--- src/rtl/tick_gen_multi.sv ---
// Multi-channel programmable tick generator: each channel divides clk by a
// runtime-programmable period and emits a one-cycle tick, periodic or one-shot.
module tick_gen_multi #(
  parameter int unsigned NUM_CH      = 2,
  parameter int unsigned CNT_W       = 27,
  parameter int unsigned DEFAULT_MAX = 99_999,
  parameter int unsigned CH_W        = (NUM_CH > 1) ? $clog2(NUM_CH) : 1
) (
  input  logic                    clk,
  input  logic                    rst,
  input  logic [NUM_CH-1:0]       en,
  input  logic [NUM_CH-1:0]       clr,
  input  logic [NUM_CH-1:0]       oneshot,
  input  logic                    cfg_we,
  input  logic [CH_W-1:0]         cfg_ch,
  input  logic [CNT_W-1:0]        cfg_max,
  output logic [NUM_CH-1:0]       tick,
  output logic [NUM_CH-1:0]       busy,
  output logic [NUM_CH*CNT_W-1:0] cnt
);

  localparam logic [CNT_W-1:0] RST_MAX = CNT_W'(DEFAULT_MAX);

  logic [CNT_W-1:0]  cnt_r   [NUM_CH];
  logic [CNT_W-1:0]  max_r   [NUM_CH];
  logic [NUM_CH-1:0] run_r;

  for (genvar i = 0; i < NUM_CH; i++) begin : g_ch
    logic             wr;
    logic             live;
    logic             term;
    logic             shoot;
    logic [CNT_W-1:0] cnt_nxt;
    logic             run_nxt;
    logic             tick_nxt;

    // Out-of-range channel indices match no channel, so those writes vanish.
    assign wr    = cfg_we && (cfg_ch == CH_W'(i));
    assign live  = en[i] && run_r[i];
    assign term  = live && (cnt_r[i] == max_r[i]);
    assign shoot = wr && (cfg_max < cnt_r[i]);

    // Per-channel priority: clr, overshoot clear, terminal, increment, hold.
    always_comb begin
      cnt_nxt  = cnt_r[i];
      run_nxt  = run_r[i];
      tick_nxt = 1'b0;
      if (clr[i]) begin
        cnt_nxt = '0;
        run_nxt = 1'b1;
      end else if (shoot) begin
        cnt_nxt = '0;
      end else if (term) begin
        cnt_nxt  = '0;
        tick_nxt = 1'b1;
        if (oneshot[i]) run_nxt = 1'b0;
      end else if (live) begin
        cnt_nxt = cnt_r[i] + CNT_W'(1);
      end
    end

    always_ff @(posedge clk or posedge rst) begin
      if (rst) begin
        cnt_r[i] <= '0;
        max_r[i] <= RST_MAX;
        run_r[i] <= 1'b1;
        tick[i]  <= 1'b0;
      end else begin
        cnt_r[i] <= cnt_nxt;
        run_r[i] <= run_nxt;
        tick[i]  <= tick_nxt;
        if (wr) max_r[i] <= cfg_max;
      end
    end

    assign busy[i]                 = run_r[i] & en[i];
    assign cnt[i*CNT_W +: CNT_W]   = cnt_r[i];
  end

endmodule

--- config.mk ---
export PLATFORM = sky130hd
export DESIGN_NAME = tick_gen_multi
export DESIGN_NICKNAME = d
export VERILOG_FILES = /design/src/rtl/tick_gen_multi.sv
export SDC_FILE = /design/constraint.sdc
export NUM_CORES = 1
export LEC_CHECK = 0
export CAP_MARGIN = 20
export CELL_PAD_IN_SITES_DETAIL_PLACEMENT = 1
export CELL_PAD_IN_SITES_GLOBAL_PLACEMENT = 1
export CORE_MARGIN = 2
export CORE_UTILIZATION = 35
export CTS_BUF_LIST = sky130_fd_sc_hd__clkbuf_8
export DETAILED_ROUTE_END_ITERATION = 8
export GPL_TIMING_DRIVEN = 0
export PLACE_DENSITY_LB_ADDON = 0.1
export REMOVE_ABC_BUFFERS = 1
export SLEW_MARGIN = 30
export SYNTH_ARGS = -nofsm -noshare
export SYNTH_HDL_FRONTEND = slang
export SYNTH_SLANG_ARGS = --single-unit
export TNS_END_PERCENT = 30
--- constraint.sdc ---
create_clock -name clk -period 4.8 [get_ports clk]
set_input_delay 1.2 -clock clk [delete_from_list [all_inputs] [get_ports clk]]
set_output_delay 1.2 -clock clk [all_outputs]
set_load 0.01 [all_outputs]
==> results of run 1 <==
[per-layer routing]
| layer | up-vias | wire [um] | GRT usage |
|---|---|---|---|
| li1 | 2603 | - | - |
| met2 | 103 | 10070 | 0.3312 |
| met5 | - | 0 | 0 |
| met1 | 2808 | 10040 | 0.2872 |
| met3 | 17 | 711 | 0.02233 |
| met4 | 0 | 349 | 0.06569 |
[worst max-delay path: cells and delay by family]
kind | cells | cell delay [ps]
AND/OR/NAND/NOR | 1 | 330
buffers and inverters | 3 | 1440
[flip-flops by register name, summed over array words and instances, names as in the netlist]
register  flops
tick          2
cnt          54
run_r         2
max_r        54
[logic make-up after synthesis]
| kind of cell | after synthesis | synth area share |
|---|---|---|
| buffers and inverters | 85 | 0.04867 |
| flip-flops | 112 | 0.4062 |
| multiplexers | 55 | 0.08872 |
| adder cells (fa/ha/maj) | 54 | 0.09698 |
| XOR/XNOR | 102 | 0.1282 |
| AND/OR/NAND/NOR | 227 | 0.1782 |
| AO/OA/AOI/OAI | 57 | 0.05298 |
[area by class of cell]
cell class | count | area share
sequential | 112 | 0.3345
clock inverter | 4 | 0.005324
inverter | 55 | 0.02529
tap | 265 | 0.03919
clock buffer | 12 | 0.01952
timing repair buffer | 98 | 0.1213
multi-input combinational | 495 | 0.4549
[worst max-delay path by stage]
stage          start  endpoint
2_1_floorplan    rst    cnt[0]
3_3_place_gp     rst   cnt[40]
3_5_place_dp   en[1]   cnt[35]
4_1_cts        en[1]   busy[1]
5_1_grt        en[1]   busy[1]
6_report       en[1]   busy[1]
[stage by stage]
stage               TNS (ps)    util  instance area [um2]  hold slack (ps)
floorplan                  0       -                 6834            499.6
global placement     -152390  0.4152                 8107            510.7
detailed placement         0  0.4218                 8237            517.0
CTS                        0  0.4326                 8447            541.3
global route               0  0.4333                 8461            548.3
finish                     0  0.4333                 8461            534.8
[power breakdown]
part	switching [W]	total [W]	internal (W)	leakage, nW
sequential	0.0000554	0.00109	0.00103	1.41
clock	0.000339	0.000621	0.000282	0.111
combinational	0.000200	0.000379	0.000178	1.66
total	0.000595	0.00209	0.00149	3.18
[placed cells by master (no fill, tap or decap), drive strengths merged, types with 2 or more instances in the layout]
cell	netlist	layout
a211oi	4	4
a21o	5	5
a21oi	20	20
a221o	3	3
a31oi	4	4
and3	7	7
and4	2	2
buf	13	4
clkbuf	17	12
clkdlybuf4s50	0	94
dfrtp	90	90
dfstp	22	22
ha	54	54
inv	54	56
mux2	54	54
nand2	37	37
nand2b	6	6
nand3	22	22
nand4	38	38
nor2	20	20
nor2b	2	2
nor3	63	63
nor4	18	18
nor4b	4	4
o21ai	12	12
o32a	2	2
or3	3	3
or4	3	3
xnor2	80	80
xor2	22	22
==> metrics.md, run 1 <==
| Metric | Value |
|---|---|
| Max Slew Vio Count | 0 |
| Inserted Clock Buffers | 9 |
| Total GRT Usage | 0.2045 |
| Initial antenna violation count | 0 |
| Hold path cells | 1 |
| Fin Clk Skew | around 16 ps |
| Vias | 5531 |
| Layout Nets | ~860 |
| Register area | about 2800 um2 |
| Hold Path End | max_r[44] |
| Grt ovf | 0 |
| Fill cells | 2215 |
| R2R Path End | cnt[16] |
| Post-synth EDFFs | 0 |
| PnR Total Power | 0.002087 W |
| Most common flop cell mapped by yosys | dfrtp_1 |
| Global-route wire length before repair | 33.69 mm |
| Synthesized flop and latch total | 112 |
| Ys Warns | 0 |
| Min Tclk post-route | 4168 ps |
| Residual DRC count | 0 |
| Kind of critical path | in -> out |
| Critical Path End Type | output port |
| Worst Max-Slew Pin Slew | around 730 ps |
| Synth-to-layout area growth | 21.44% |
| RR Startpoint | cnt[12] |
| Most frequent CP cell | clkdlybuf4s50_1 |
| Diode count | 0 |
| DRT iter0 DRCs | 290 |
| Ys async rst share | 1.000 |
| Worst Path Max Fanout | 12 |
| Post-DP HPWL | 16.37 mm |
| Initial core utilization | 0.3568 |
| I/O pin count | 95 |
| RSZ-0062 raised after global routing | no |
| HP Class | reg -> reg |
| Port Buffer Count | 94 |
| Die area | 21050 um2 |
| Crit path required time | 3600 ps |
| Worst Setup Slack, final | 632.3 ps |
| Final WL | 21.17 mm |
| Clock latency on the worst-skew pair | ~400 ps |
| Share of layout cells above drive strength 1 | 0.1405 |
| Worst reg2reg path depth | 9 |
| Number of global-route vias before repair | 6033 |
| Cts repair resizes | 0 |
| Max Cap Viol | 0 |
| Post-synthesis sequential area ratio | 0.4063 |
| CTS tree | built |
| DR vias/cell | about 5.3 |
| Finished Layout Cells | ~1000 |
| Synth Cell Area | between 6000 and 7000 um2 |
| Worst Path Arrival | between 2000 and 3000 ps |
| Synth cell count leaders | dfrtp_1, xnor2_1, nor3_1 |
| Relative slew slack | 0.5079 |
| Slowest stage delay, CP | 590 ps |
| Post-Place Cells | 1025 |
| Most numerous cell in the Yosys netlist | dfrtp_1 |
| CTS sink cnt | 112 |
| Pleak | 3.182 nW |
| Status | finished, final reports clean |
| Gate Count Post-Synth | 692 |
| RD Place Congestion | 0.8035 |
| First-pass DRT Iterations | 4 |
| Hold bufs inserted after CTS | 0 |
| Setup Fix Bufs, Post-CTS | 0 |
| Cell Rows | 51 |
| Worst path cell trace | clkdlybuf4s50_1 > nand2_1 > clkinv_1 > clkdlybuf4s50_1 |
| Root buffer cell | clkbuf_8 |
| Yosys top cell by area | dfrtp_1 |
| Clock transition at path regs | 110 ps |
| Largest net degree at the start of global routing | 78 |
| Core area | a little under 20000 um2 |
| Synth top area share | 0.3233 |
| Synthesized area per cell | just over 10 um2 |
| Power per cell area | 246.7 nW/um2 |
| Worst path slowest cell | clkdlybuf4s50_1 |
| CTS max path bufs | 2 |
| F_max | between 200 and 250 MHz |
| Cell variety after synth | between 40 and 50 |
| Synth top area cells | dfrtp_1, xnor2_1, ha_1 |
| Die X | 145.1 um |
| R2R Setup Slk | 1930 ps |
| Final-report hold violation count | 0 |
| Hold Crit Start | max_r[44] |
| Final ANT Viol Nets | 0 |
| Setup WS pre-CTS | 467.4 ps |
| Startpoint Class | primary input |
| Die Y | 145.1 um |
| Avg WL per Cell | 20.34 um |
| Multi-input gate area | 3849 um2 |
| Clock H-tree levels | 3 |
| Tcrit/Tclk final | 0.8683 |
| VDD IR max | 0.0001170 V |
| Setup-failing EPs final | 0 |
No activity file was read; power rests on OpenSTA's default activity.
==> run 2, diff against run 1 <==
==> constraint.sdc (replaced) <==
create_clock -name clk -period 4.68 [get_ports clk]
set_input_delay 1.17 -clock clk [delete_from_list [all_inputs] [get_ports clk]]
set_output_delay 1.17 -clock clk [all_outputs]
set_load 0.01 [all_outputs]
==> results of run 2 <==
The final DEF is identical to that of run 1. Status: finished, final reports clean.
Among the figures that moved: setup slack after placement 467.4 ps -> 377.4 ps; setup slack after layout 632.3 ps -> 572.3 ps; register-to-register setup slack 1930 ps -> 1810 ps; total power 0.002087 W -> 0.002141 W; worst IR drop on VDD 0.0001170 V -> 0.0001200 V
